<file path="src/rtl/mem_arbiter_2core.sv">
// mem_arbiter_2core
// Shares one single-port synchronous data memory between two processor cores.
// Each access runs IDLE -> ISSUE -> WAIT -> ACK -> IDLE. Only one access is in
// flight at a time. When both cores request, the winner is chosen round-robin.
// All memory-side outputs, read-data and counters come from flops. There is no
// combinational path from mem_rdata to any output.
//
// Ports
//   clk                       clock; all logic updates on posedge
//   resetn                    synchronous reset, active-high (1 = reset)
//   read_k / write_k          core k request; write wins if both are high
//   address_k / write_data_k  core k address and write data, held while requesting
//   fetched_data_k            last read result returned to core k
//   stall_cpu_k               1 while core k's request is still outstanding
//   mem_en / mem_we           one-cycle access strobe and its write qualifier
//   mem_addr / mem_wdata      address and write data, valid with mem_en
//   mem_rdata                 read data, valid MEM_LAT cycles after mem_en
//   served_cnt_k              number of completed accesses for core k; wraps to 0

module mem_arbiter_2core #(
    parameter int ADDR_W   = 9,
    parameter int DATA_W   = 32,
    parameter int MEM_LAT  = 1,
    parameter int ACK_HOLD = 2,
    parameter int CNT_W    = 16
) (
    input  logic              clk,
    input  logic              resetn,
    input  logic              read_0,
    input  logic              read_1,
    input  logic              write_0,
    input  logic              write_1,
    input  logic [ADDR_W-1:0] address_0,
    input  logic [ADDR_W-1:0] address_1,
    input  logic [DATA_W-1:0] write_data_0,
    input  logic [DATA_W-1:0] write_data_1,
    output logic [DATA_W-1:0] fetched_data_0,
    output logic [DATA_W-1:0] fetched_data_1,
    output logic              stall_cpu_0,
    output logic              stall_cpu_1,
    output logic              mem_en,
    output logic              mem_we,
    output logic [ADDR_W-1:0] mem_addr,
    output logic [DATA_W-1:0] mem_wdata,
    input  logic [DATA_W-1:0] mem_rdata,
    output logic [CNT_W-1:0]  served_cnt_0,
    output logic [CNT_W-1:0]  served_cnt_1
);

    localparam int ACK_W = (ACK_HOLD > 1) ? $clog2(ACK_HOLD) : 1;

    typedef enum logic [1:0] {IDLE, ISSUE, WAIT, ACK} state_e;

    state_e              state_q;
    logic                owner_q;
    logic                rr_ptr_q;
    logic                op_we_q;
    logic [2:0]          lat_cnt_q;
    logic [ACK_W-1:0]    ack_cnt_q;
    logic                mem_en_q;
    logic                mem_we_q;
    logic [ADDR_W-1:0]   mem_addr_q;
    logic [DATA_W-1:0]   mem_wdata_q;
    logic [DATA_W-1:0]   fetched_0_q;
    logic [DATA_W-1:0]   fetched_1_q;
    logic [CNT_W-1:0]    served_0_q;
    logic [CNT_W-1:0]    served_1_q;

    logic req_0, req_1;
    logic grant_d;

    assign req_0 = read_0 | write_0;
    assign req_1 = read_1 | write_1;

    // Contention goes to rr_ptr; otherwise the single requester wins.
    always_comb begin
        grant_d = 1'b0;
        if (req_0 && req_1) grant_d = rr_ptr_q;
        else                grant_d = req_1;
    end

    always_ff @(posedge clk) begin
        if (resetn) begin
            state_q     <= IDLE;
            owner_q     <= 1'b0;
            rr_ptr_q    <= 1'b0;
            op_we_q     <= 1'b0;
            lat_cnt_q   <= '0;
            ack_cnt_q   <= '0;
            mem_en_q    <= 1'b0;
            mem_we_q    <= 1'b0;
            mem_addr_q  <= '0;
            mem_wdata_q <= '0;
            fetched_0_q <= '0;
            fetched_1_q <= '0;
            served_0_q  <= '0;
            served_1_q  <= '0;
        end else begin
            case (state_q)
                IDLE: begin
                    if (req_0 || req_1) begin
                        // The memory-side registers double as the request latch.
                        owner_q     <= grant_d;
                        op_we_q     <= grant_d ? write_1 : write_0;
                        mem_en_q    <= 1'b1;
                        mem_we_q    <= grant_d ? write_1 : write_0;
                        mem_addr_q  <= grant_d ? address_1 : address_0;
                        mem_wdata_q <= grant_d ? write_data_1 : write_data_0;
                        state_q     <= ISSUE;
                    end
                end
                ISSUE: begin
                    mem_en_q  <= 1'b0;
                    mem_we_q  <= 1'b0;
                    lat_cnt_q <= 3'(MEM_LAT - 1);
                    state_q   <= WAIT;
                end
                WAIT: begin
                    if (lat_cnt_q == '0) begin
                        if (!op_we_q) begin
                            if (owner_q) fetched_1_q <= mem_rdata;
                            else         fetched_0_q <= mem_rdata;
                        end
                        if (owner_q) served_1_q <= served_1_q + CNT_W'(1);
                        else         served_0_q <= served_0_q + CNT_W'(1);
                        ack_cnt_q <= ACK_W'(ACK_HOLD - 1);
                        state_q   <= ACK;
                    end else begin
                        lat_cnt_q <= lat_cnt_q - 3'd1;
                    end
                end
                ACK: begin
                    if (ack_cnt_q == '0) begin
                        rr_ptr_q <= ~owner_q;
                        state_q  <= IDLE;
                    end else begin
                        ack_cnt_q <= ack_cnt_q - ACK_W'(1);
                    end
                end
                default: state_q <= IDLE;
            endcase
        end
    end

    // Masking with ~resetn keeps stall equal to the request while reset is held,
    // even in the cycle reset arrives during ACK.
    assign stall_cpu_0 = req_0 & ~((state_q == ACK) & ~owner_q & ~resetn);
    assign stall_cpu_1 = req_1 & ~((state_q == ACK) &  owner_q & ~resetn);

    assign mem_en         = mem_en_q;
    assign mem_we         = mem_we_q;
    assign mem_addr       = mem_addr_q;
    assign mem_wdata      = mem_wdata_q;
    assign fetched_data_0 = fetched_0_q;
    assign fetched_data_1 = fetched_1_q;
    assign served_cnt_0   = served_0_q;
    assign served_cnt_1   = served_1_q;

endmodule
</file>
<file path="config.mk">
export PLATFORM = sky130hd
export DESIGN_NAME = mem_arbiter_2core
export DESIGN_NICKNAME = d
export VERILOG_FILES = /design/src/rtl/mem_arbiter_2core.sv
export SDC_FILE = /design/constraint.sdc
export NUM_CORES = 1
export LEC_CHECK = 0
export BUFFER_PORTS_ARGS = -buffer_cell sky130_fd_sc_hd__buf_2
export CAP_MARGIN = 30
export CELL_PAD_IN_SITES_DETAIL_PLACEMENT = 0
export CELL_PAD_IN_SITES_GLOBAL_PLACEMENT = 2
export CORE_MARGIN = 1.5
export CORE_UTILIZATION = 27
export CTS_CLUSTER_SIZE = 16
export DETAILED_ROUTE_END_ITERATION = 6
export PLACE_DENSITY = 0.87
export REMOVE_ABC_BUFFERS = 1
export SKIP_CTS_REPAIR_TIMING = 1
export SLEW_MARGIN = 20
export SYNTH_ARGS = -nofsm -noshare
export SYNTH_HDL_FRONTEND = slang
export SYNTH_SLANG_ARGS = --single-unit
</file>
<file path="constraint.sdc">
create_clock -name clk -period 5.24 [get_ports clk]
set_input_delay 0.786 -clock clk [delete_from_list [all_inputs] [get_ports clk]]
set_output_delay 0.786 -clock clk [all_outputs]
set_load 0.02 [all_outputs]
</file>
[Yosys cells after proc, flatten, opt, wreduce, memory -nomap -nowiden]
Cells that the tools add are included.
Widths: inputs -> output; s select.
Word-level totals
  register bits after elaboration: 148
  logic and storage cells: 73
  input bits: 120
Cells by class
  muxes and demuxes: 17
  equal/unequal tests: 7
  bitwise logic cells: 14
  $add $sub $neg: 4
  reductions and logical operators: 17
Operators with widths (count)
  $add 16x1->16 const B: 2
  $mux 32: 1
  $reduce_and 2->1: 5
  $mux 9: 1
  $reduce_and 3->1: 3
  $ne 2x2->1 const B: 4
  $pmux 2 s4: 1
  $reduce_and 4->1: 2
  $and 1x1->1: 6
  $mux 1: 6
  $mux 2: 3
  $not 1->1: 6
  $pmux 1 s2: 3
  $pmux 3 s2: 1
  $reduce_bool 2->1: 3
  $eq 2x2->1 const B: 2
  $logic_not 3->1: 1
  $mux 3: 1
  $sub 3x1->3 const B: 1
  $eq 2x1->1 const B: 1
  $logic_not 2->1: 1
  $or 1x1->1: 2
  $logic_and 1x1->1: 1
  $logic_or 1x1->1: 1
  $sub 1x1->1 const B: 1

[Depth between registers and ports, before layout]
Gate-level depths: netlist (run 1).
  depth after elaboration: 6
  mapped depth: 8

[Worst setup path after synthesis (run 1)]
Ideal clock, no wire load.
  path kind: input to output
  start: in resetn
  end: out stall_cpu_0
  stages on the path: 4
  buffers on the path: 2
  arrival time: 1.739 ns
  required time: 4.454 ns
  path slack: 2.715 ns
  cells stage by stage: clkbuf_1 clkbuf_1 inv_1 a31oi_1
Between the ends
  word-level cells in the longest chain between the ends: 4
RTL lines
  start: declaration: RTL line 28  | input logic resetn,
  $not 1->1: RTL line 147  | assign stall_cpu_0 = req_0 & ~((state_q == ACK) & ~owner_q & ~resetn);
  $and 1x1->1: RTL line 147
  $not 1->1: RTL line 147
  $and 1x1->1: RTL line 147
  end: declaration: RTL line 39  | output logic stall_cpu_0,
No other way between the ends.

[Worst setup path in the final report (run 1)]
Ends and elaborated chain as after synthesis.

==> impl_results.md, run 1 <==
* Root Driver: clkbuf_16
* Drt total wl at 18.29 mm
* Initial antenna violation count at 0
* First-pass GRT wire length at 29.76 mm
* Power Internal at 0.002482 W
* Crit Path Category: in -> out
* Clk buf depth at 2
* Via density at 4.647
* Critical Path AT at 1880 ps
* Die footprint at 0.02306 sq mm
* Die height at 151.9 um
* ANT cells at 0
* Avg WL per Cell at 14.35 um
* Worst r2r src: state_q[0]
* Cts bufs inserted at 17
* Synth cell types at 41
* Post-route ant nets at 0
* Initial DRC Count at 292
* Via count at 5925
* Routability Congestion at 0.7415
* CTS sink cnt at 148
* Clock Power Share at 32.7%
* Post-synth EDFFs at 0
* Worst hold slack at 451.7 ps
* Final setup viols at 0
* Layout Skew at 8.789 ps
* Async SR Flop Fraction at 0%
* Initial Util at 27.50%
* Tcrit/Tclk final at 50.96%
* Avg Inst Size Synth at 7.988 sq um
* Register clock-pin slew on the reported worst setup and hold paths at 60 ps
* Top-count cell post-synth: nand2_1
* P_leak at 3.612 nW
* Yosys Warn Count at 0
* Register area share after synthesis at 49.52%
* PwrDens at 478.3 mW/mm^2
* Fin nets at 1111
* Setup crit start: resetn
* Share of layout cells above drive strength 1 at 30.75%
* Post-synthesis register bit count at 148
* Worst slew pin tran at 854.0 ps
* Area share of the largest cell type after synthesis at 49.52%
* Overall die width at 151.9 um
* Top_reg_cell synth: dfxtp_1
* Worst setup EP type: output port
* Most instantiated cells after synthesis: nand2_1, dfxtp_1, a21oi_1
* FMAX at 374.5 MHz
* Syn Std Cell Area at 0.005983 sq mm
* Vias in the first global route at 5739
* DRC at 0
* Crit path required time at 4450 ps
* Drt first pass iters at 4
* IO buf count at 260
* Power share of the sequential group at 37.1%
* Final Hold Fails at 0
* Max Cap Viol at 0
* Max-slew violation count at 0
* DP Wirelength at 12.46 mm
* Sw Ratio at 36.14%
* RSZ-0062 raised after global routing: no
* Global route overflow at 0
* Final min period at 2670 ps
* Area grow syn2layout at 35.82%
* CP startpoint kind: input pin
* Worst IR drop on VDD at 0.0002607 V
* Sum Neg Setup Slack at 0 ps
* Worst Hold Launch: fetched_data_1[23]
* Sw Pwr at 0.001404 W
* Crit-path max FO at 70
* Status: finished clean
* # rows at 54
* Area contributors post-synth: dfxtp_1, nand2_1, a21oi_1
* Hold Crit Class: reg -> reg
* Placed insts at 1244
* Yosys top cell by area: dfxtp_1
* CTS tree: built
* Comb pwr share at 30.2%
* Final std cells w/o fill at 1275
* GRT Total Usage at 15.97%
* Cells after Synth at 749
* Htree depth at 4
* Core area at 0.02176 sq mm
* Largest net degree at the start of global routing at 84
* Worst skew pair latency at 420 ps
* Ports at 261
* Max_slew headroom at 43.07%
==> area by class of cell <==
type | count | area (sq um)
Clock buffer | 18 | 429.2
Clock inverter | 13 | 175.2
Inverter | 9 | 33.78
Tap cell | 280 | 350.3
Timing Repair Buffer | 268 | 1364
Sequential cell | 148 | 2963
Fill cell | 2341 | 13630
Multi-Input combinational cell | 539 | 2811
==> worst max-delay path: stages <==
cell     delay [ps]
buf_4           580
inv_1           130
a31oi_1         190
buf_2           180
==> through the flow <==
stage          power, W  instance area (sq um)  worst slack, ps  utilization [%]
2_1_floorplan  0.002225                   5782             1095                -
3_3_place_gp   0.002650                   7522             2438            34.58
3_5_place_dp   0.002661                   7522             2442            34.58
4_1_cts        0.003960                   8127             2522            37.35
5_1_grt        0.004141                   8127             2429            37.35
6_report       0.003887                   8127             2570            37.35
==> cell usage in the layout, fill, tap and decap left out, types with 3 or more instances in the layout <==
cell type,count
o22a_1,3
clkbuf_16,17
inv_1,9
and4_1,4
nor4_1,3
nor2_1,73
o21ai_0,10
xor2_1,16
or3_1,9
buf_2,259
a211oi_1,3
bufinv_16,3
a21oi_1,80
a311oi_1,41
ha_1,8
nand2_1,224
xnor2_1,5
buf_4,9
dfxtp_1,148
nand2b_1,4
mux2i_1,3
nand3_1,9
and2_1,3
and3_1,4
nand4_1,13
clkinv_4,4
==> power by group through the flow <==
stage          Combinational [W]  Clock (W)  Sequential [W]
2_1_floorplan           0.000540          0         0.00169
3_3_place_gp             0.00119          0         0.00146
3_5_place_dp             0.00119          0         0.00147
4_1_cts                  0.00120    0.00132         0.00144
5_1_grt                  0.00130    0.00137         0.00147
6_report                 0.00117    0.00127         0.00144
==> sequential cells by signal (all words and copies together), names as in the netlist <==
signal,flops
mem_en,1
mem_wdata,32
owner_q,1
mem_we,1
rr_ptr_q,1
lat_cnt_q,3
state_q,2
ack_cnt_q,1
fetched_data_0,32
op_we_q,1
served_cnt_0,16
served_cnt_1,16
mem_addr,9
fetched_data_1,32
==> path summary, 6_finish.rpt <==
| check | endpoint | slack [ps] | depth (start not counted) |
|---|---|---|---|
| worst min-delay path | fetched_data_1[23] | 450 | 2 |
| worst max-delay path | stall_cpu_0 | 2570 | 4 |
| worst max register to register | served_cnt_0[14] | 2790 | 6 |
| worst min register to register | fetched_data_1[23] | 450 | 2 |
==> kinds of logic after synthesis <==
logic type                 count (synthesis)  share of synthesized area [%]
buffers and inverters                     62                          3.931
muxes                                      4                         0.6901
xor gates and xnor gates                  21                          3.074
DFF                                      148                          49.52
AOI/OAI and AO/OA                        145                          15.39
adders and majority gates                  8                          1.673
and+or+nand+nor                          361                          25.72
==> per-layer routing <==
metal,wire [um],share of wire [%],global-route usage (%)
met2,8223,45,24.93
met3,1393,7.6,5.876
met5,0,0,0
met4,435,2.4,6.426
met1,8237,45,19.90
No activity file was read; power rests on OpenSTA's default activity.
==> run 2, diff against run 1 <==
--- a/config.mk
+++ b/config.mk
@@ -5,15 +5,16 @@
 export SDC_FILE = /design/constraint.sdc
 export NUM_CORES = 1
 export LEC_CHECK = 0
+export ABC_AREA = 1
 export BUFFER_PORTS_ARGS = -buffer_cell sky130_fd_sc_hd__buf_2
 export CAP_MARGIN = 30
 export CELL_PAD_IN_SITES_DETAIL_PLACEMENT = 0
 export CELL_PAD_IN_SITES_GLOBAL_PLACEMENT = 2
 export CORE_MARGIN = 1.5
-export CORE_UTILIZATION = 27
+export CORE_UTILIZATION = 23
 export CTS_CLUSTER_SIZE = 16
 export DETAILED_ROUTE_END_ITERATION = 6
-export PLACE_DENSITY = 0.87
+export PLACE_DENSITY = 0.8
 export REMOVE_ABC_BUFFERS = 1
 export SKIP_CTS_REPAIR_TIMING = 1
 export SLEW_MARGIN = 20
==> constraint.sdc (replaced) <==
create_clock -name clk -period 2.3 [get_ports clk]
set_input_delay 0.345 -clock clk [delete_from_list [all_inputs] [get_ports clk]]
set_output_delay 0.345 -clock clk [all_outputs]
set_load 0.02 [all_outputs]
==> run 2 against run 1 <==
  * Via count rose by 6.9%
  * Final cell count rose by 16%
  * Combinational power rose to 2.8 times the previous value
  * Utilization fell by 5.4 points
  * Clock power rose by 120%
  * Sequential share of layout area fell by 2.1 points
  * Sequential power rose by 140%
==> impl_results.md, run 2 <==
* Share of layout cells above drive strength 1 at 28.74%
* Post-route ant nets at 0
* Crit path largest cell delay at 330 ps
* Most used cell, CP: nor2_1
* Final min period at 1921 ps
* Sw Pwr at 0.003832 W
* Vias in the first global route at 6133
* Via count at 6333
* Post-synth EDFFs at 0
* Clk buf depth at 2
* Worst skew pair latency at 430 ps
* Avg WL per Cell at 13.58 um
* Worst IR drop on VDD at 0.0004278 V
* Area share of the largest cell type after synthesis at 46.81%
* Placed insts at 1440
* Via density at 4.294
* Cell family with most CP delay: simple AND/OR/NAND/NOR gates
* Async SR Flop Fraction at 0%
* PwrDens at 1112 mW/mm^2
* Power share of the sequential group at 36.1%
* Global route overflow at 0
* Hold Crit Class: in -> reg
* Worst setup EP type: flop
* Ports at 261
* Critical Path AT at 2240 ps
* Crit Path Category: reg -> reg
* FMAX at 520.6 MHz
* Synth cell types at 34
* Post-synthesis register bit count at 148
* Drt first pass iters at 4
* Area contributors post-synth: dfxtp_1, nor2_1, nand2_1
* Die height at 168.9 um
* Crit path required time at 2620 ps
* Htree depth at 4
* Final std cells w/o fill at 1475
* Largest net degree at the start of global routing at 79
* Cells after Synth at 870
* Initial DRC Count at 243
* P_leak at 4.419 nW
* First-pass GRT wire length at 32.38 mm
* Critical Path Slowest Stage Cell: dfxtp_1
* Avg Inst Size Synth at 7.276 sq um
* Fin nets at 1246
* Clock Power Share at 29.2%
* Overall die width at 168.9 um
* Max Cap Viol at 0
* Cell breakdown of the critical path: inv_1 -> ha_1 -> inv_2 -> nor2_1 -> nand2_2 -> nor2_4 -> inv_2 -> nor2_1 -> nor2_1
* Top_reg_cell synth: dfxtp_1
* Max-slew violation count at 0
* Register clock-pin slew on the reported worst setup and hold paths at 70 ps
* Tcrit/Tclk final at 83.51%
* Root Driver: clkbuf_16
* # rows at 60
* Routability Congestion at 0.7221
* Power Internal at 0.005752 W
* Yosys Warn Count at 0
* Initial Util at 23.49%
* Area grow syn2layout at 36.21%
* R2R Setup Slk at 380 ps
* Final setup viols at 0
* IO buf count at 260
* Sum Neg Setup Slack at 0 ps
* RSZ-0062 raised after global routing: no
* DP Wirelength at 14.20 mm
* Crit-path max FO at 32
* Core area at 0.02695 sq mm
* CTS sink cnt at 148
* DRC at 0
* Die footprint at 0.02853 sq mm
* Comb pwr share at 34.7%
* CP bufs+invs at 3
* Final Hold Fails at 0
* Commonest cells after routing, fill and taps aside: buf_2, nor2_1, nand2_1, dfxtp_1, inv_1
* Cts bufs inserted at 17
* GRT Total Usage at 14.34%
* Top-count cell post-synth: nor2_1
* Most common cell after layout, fill and taps aside: buf_2
* Register area share after synthesis at 46.81%
* CTS tree: built
* Max_slew headroom at 57.16%
* Filler Cells Inserted at 2973
* Layout Skew at 16.00 ps
* Syn Std Cell Area at 0.006330 sq mm
* CP startpoint kind: flop
* Worst slew pin tran at 641.7 ps
* Sw Ratio at 39.98%
* Drt total wl at 20.02 mm
* Most instantiated cells after synthesis: nor2_1, nand2_1, dfxtp_1
* Initial antenna violation count at 3
* Status: finished clean
* Yosys top cell by area: dfxtp_1
-- run 2: cell types whose count changed after synthesis, sizes merged, moves of 24 or more --
cell / delta
nor2: +109
inv: +83
o21ai: +70
nand2: -69
a21oi: -55
nand3: +51
o211ai: +41
a311oi: -40
clkbuf: -32
buf: +24
-- run 2: path summary, 6_finish.rpt --
| check | cells after the start | to | startpoint |
|---|---|---|---|
| max | 9 | fetched_data_0[6] | state_q[0] |
| min reg2reg | 2 | lat_cnt_q[1] | lat_cnt_q[1] |
| max reg2reg | 9 | fetched_data_0[6] | state_q[0] |
| min | 3 | fetched_data_0[2] | mem_rdata[2] |
-- run 2: metrics by stage --
step | utilization (%) | setup WS (ps) | cell area (sq um) | total power (W) | hold WS [ps]
finish | 31.99 | 379.2 | 8622 | 0.009585 | 161.4
global route | 31.99 | 110.5 | 8622 | 0.01023 | 142.4
CTS | 31.96 | 325.7 | 8615 | 0.009772 | 139.9
detailed placement | 29.78 | 332.8 | 8026 | 0.006906 | 460.9
global placement | 29.78 | 399.6 | 8026 | 0.006896 | 451.1
floorplan | - | -546.9 | 6098 | 0.005471 | 414.1
-- run 2: tightest hold or removal path: cells and delay by family --
| kind | cells | cell delay (ps) |
|---|---|---|
| buffers and inverters | 1 | 90 |
| AND/OR/NAND/NOR | 2 | 120 |
-- run 2: final cells by class --
type,instances,area [sq um],area share [%]
antenna,3,7.507,0.08707
inverter,93,350.3,4.063
clock inverter,15,162.7,1.887
tap,341,426.7,4.948
multi-input combinational,584,2805,32.54
sequential,148,2963,34.36
timing repair buffer,274,1481,17.18
clock buffer,17,425.4,4.934
-- run 2: power by group through the flow --
| stage | Combinational (W) | Sequential (W) | Clock, W |
|---|---|---|---|
| 2_1_floorplan | 0.00129 | 0.00418 | 0 |
| 3_3_place_gp | 0.00338 | 0.00352 | 0 |
| 3_5_place_dp | 0.00340 | 0.00351 | 0 |
| 4_1_cts | 0.00341 | 0.00346 | 0.00290 |
| 5_1_grt | 0.00369 | 0.00353 | 0.00301 |
| 6_report | 0.00333 | 0.00346 | 0.00280 |
-- run 2: kinds of logic (layout without fill, tap and decap cells) --
family	count (synthesis)	in the layout	share of synthesized area, %
adder cells (fa/ha/maj)	8	8	1.581
other	0	3	0
AO/OA/AOI/OAI	153	153	14.05
buffers and inverters	138	399	9.172
flip-flops	148	148	46.81
XOR/XNOR	5	5	0.6920
AND/OR/NAND/NOR	418	418	27.69
-- run 2: metal layers --
layer | global-route usage [%] | part of all wire (%)
met5 | 0 | 0
met4 | 5.124 | 1.9
met3 | 3.951 | 5.4
met2 | 24.36 | 48
met1 | 17.33 | 44
==> run 3, diff against run 2 <==
--- a/config.mk
+++ b/config.mk
@@ -11,10 +11,10 @@
 export CELL_PAD_IN_SITES_DETAIL_PLACEMENT = 0
 export CELL_PAD_IN_SITES_GLOBAL_PLACEMENT = 2
 export CORE_MARGIN = 1.5
-export CORE_UTILIZATION = 23
+export CORE_UTILIZATION = 25
 export CTS_CLUSTER_SIZE = 16
 export DETAILED_ROUTE_END_ITERATION = 6
-export PLACE_DENSITY = 0.8
+export PLACE_DENSITY = 0.83
 export REMOVE_ABC_BUFFERS = 1
 export SKIP_CTS_REPAIR_TIMING = 1
 export SLEW_MARGIN = 20
==> constraint.sdc (replaced) <==
create_clock -name clk -period 2 [get_ports clk]
set_input_delay 0.3 -clock clk [delete_from_list [all_inputs] [get_ports clk]]
set_output_delay 0.3 -clock clk [all_outputs]
set_load 0.02 [all_outputs]
==> run 3 against run 2 <==
  * Sequential power increased by 15%
  * Global-route usage increased by 0.90 points
  * First-iteration DRC count increased by 34%
  * Fmax increased by 9.1%
  * Sequential cell count unchanged
  * Worst setup slack got worse by 140 ps
  * Via count decreased by 0.96%
  * Total power increased by 14%
==> impl_results.md, run 3 (same netlist as run 2, synthesis figures left out) <==
* Status: finished clean
* FMAX at 567.8 MHz
* Overall die width at 162.1 um
* P_leak at 4.421 nW
* Filler Cells Inserted at 2767
* R2r worst-path depth at 8
* Final setup viols at 0
* Worst IR drop on VDD at 0.0005630 V
* First-pass GRT wire length at 32.00 mm
* Via count at 6272
* Critical Path AT at 2070 ps
* Max Cap Viol at 0
* Fin nets at 1246
* Hold Crit Class: in -> reg
* CTS sink cnt at 148
* Most common cell after layout, fill and taps aside: buf_2
* Power Internal at 0.006653 W
* Comb pwr share at 33.8%
* Max_slew headroom at 60.21%
* CTS tree: built
* Worst setup EP type: flop
* Crit path required time at 2310 ps
* Ports at 261
* Cts bufs inserted at 17
* Worst r2r src: state_q[0]
* Drt total wl at 19.62 mm
* Cells on Worst Hold Path at 3
* Core area at 0.02504 sq mm
* Initial antenna violation count at 1
* Clock Power Share at 29.8%
* Worst skew pair latency at 420 ps
* Root Driver: clkbuf_16
* Max-slew violation count at 0
* Initial Util at 25.28%
* Global route overflow at 0
* IO buf count at 260
* Power share of the sequential group at 36.4%
* Die height at 162.1 um
* CP startpoint kind: flop
* Final min period at 1761 ps
* Routability Congestion at 0.7682
* # rows at 58
* Register clock-pin slew on the reported worst setup and hold paths at 70 ps
* Vias in the first global route at 6219
* Worst Hold Launch: mem_rdata[9]
* Final std cells w/o fill at 1462
* Layout Skew at 14.36 ps
* Die footprint at 0.02628 sq mm
* Placed insts at 1429
* Worst reg2reg endpoint: mem_wdata[30]
* Avg WL per Cell at 13.42 um
* RSZ-0062 raised after global routing: no
* Largest net degree at the start of global routing at 62
* Area grow syn2layout at 35.66%
* GRT Total Usage at 15.24%
* Sw Ratio at 39.15%
* PwrDens at 1273 mW/mm^2
* Worst slew pin tran at 596.0 ps
* Initial DRC Count at 325
* Crit-path max FO at 61
* Commonest cells after routing, fill and taps aside: buf_2, nor2_1, nand2_1, dfxtp_1, inv_1
* Post-route ant nets at 0
* Clk buf depth at 2
* Crit Path Category: reg -> reg
* Via density at 4.290
* Final Hold Fails at 0
* DP Wirelength at 13.94 mm
* Drt first pass iters at 4
* Hold path endpoint: fetched_data_1[9]
* Sw Pwr at 0.004280 W
* Tcrit/Tclk final at 88.06%
* Share of layout cells above drive strength 1 at 28.74%
* Sum Neg Setup Slack at 0 ps
* DRC at 0
* R2R Setup Slk at 240 ps
* Htree depth at 4
-- run 3: final cells by class --
class	instances	area, sq um	area share (%)
diodes	1	2.502	0.02914
well taps	330	412.9	4.808
multi-input cells	584	2805	32.67
clock buffers	18	439.2	5.114
inverters	93	350.3	4.080
clock inverters	14	157.7	1.836
repair buffers	274	1456	16.96
flip-flops and latches	148	2963	34.50
-- run 3: routing by layer --
| layer | share of wire (%) | GRT usage [%] | vias to the layer above |
|---|---|---|---|
| met2 | 48 | 26.32 | 145 |
| met5 | 0 | 0 | - |
| met1 | 44 | 17.97 | 2806 |
| li1 | - | - | 3304 |
| met4 | 1.6 | 4.671 | 0 |
| met3 | 5.7 | 4.852 | 17 |
-- run 3: power by group through the flow --
stage	registers (W)	logic, W	clock network (W)
floorplan	0.00481	0.00148	0
global placement	0.00404	0.00375	0
detailed placement	0.00404	0.00376	0
CTS	0.00398	0.00377	0.00338
global route	0.00407	0.00410	0.00353
finish	0.00398	0.00369	0.00326
-- run 3: worst max path at each step --
stage / cells past startpoint / to / slack, ps / startpoint
2_1_floorplan: 7 / mem_addr[0] / -850 / state_q[0]
3_3_place_gp: 9 / fetched_data_0[25] / 260 / state_q[0]
3_5_place_dp: 9 / fetched_data_0[27] / 220 / state_q[0]
4_1_cts: 9 / fetched_data_0[24] / 190 / state_q[0]
5_1_grt: 9 / fetched_data_0[4] / 40 / state_q[0]
6_report: 8 / mem_wdata[30] / 240 / state_q[0]
-- run 3: critical path, stage by stage (launching register included) --
cell,delay (ps)
dfxtp_1,330
inv_1,100
ha_1,240
inv_1,120
a21oi_4,240
buf_12,290
nand3_1,150
o211ai_1,110
inv_1,60
-- run 3: per-stage QoR --
stage | total power [W] | utilization, % | setup WS, ps | hold WS, ps | cell area, sq um
after global routing | 0.01170 | 34.30 | 44.49 | 97.76 | 8587
after floorplan | 0.006292 | - | -846.9 | 369.1 | 6098
after detailed placement | 0.007794 | 31.90 | 218.0 | 454.9 | 7988
final | 0.01093 | 34.30 | 238.8 | 117.9 | 8587
after global placement | 0.007781 | 31.90 | 258.7 | 451.7 | 7988
after CTS | 0.01114 | 34.29 | 193.8 | 97.08 | 8584
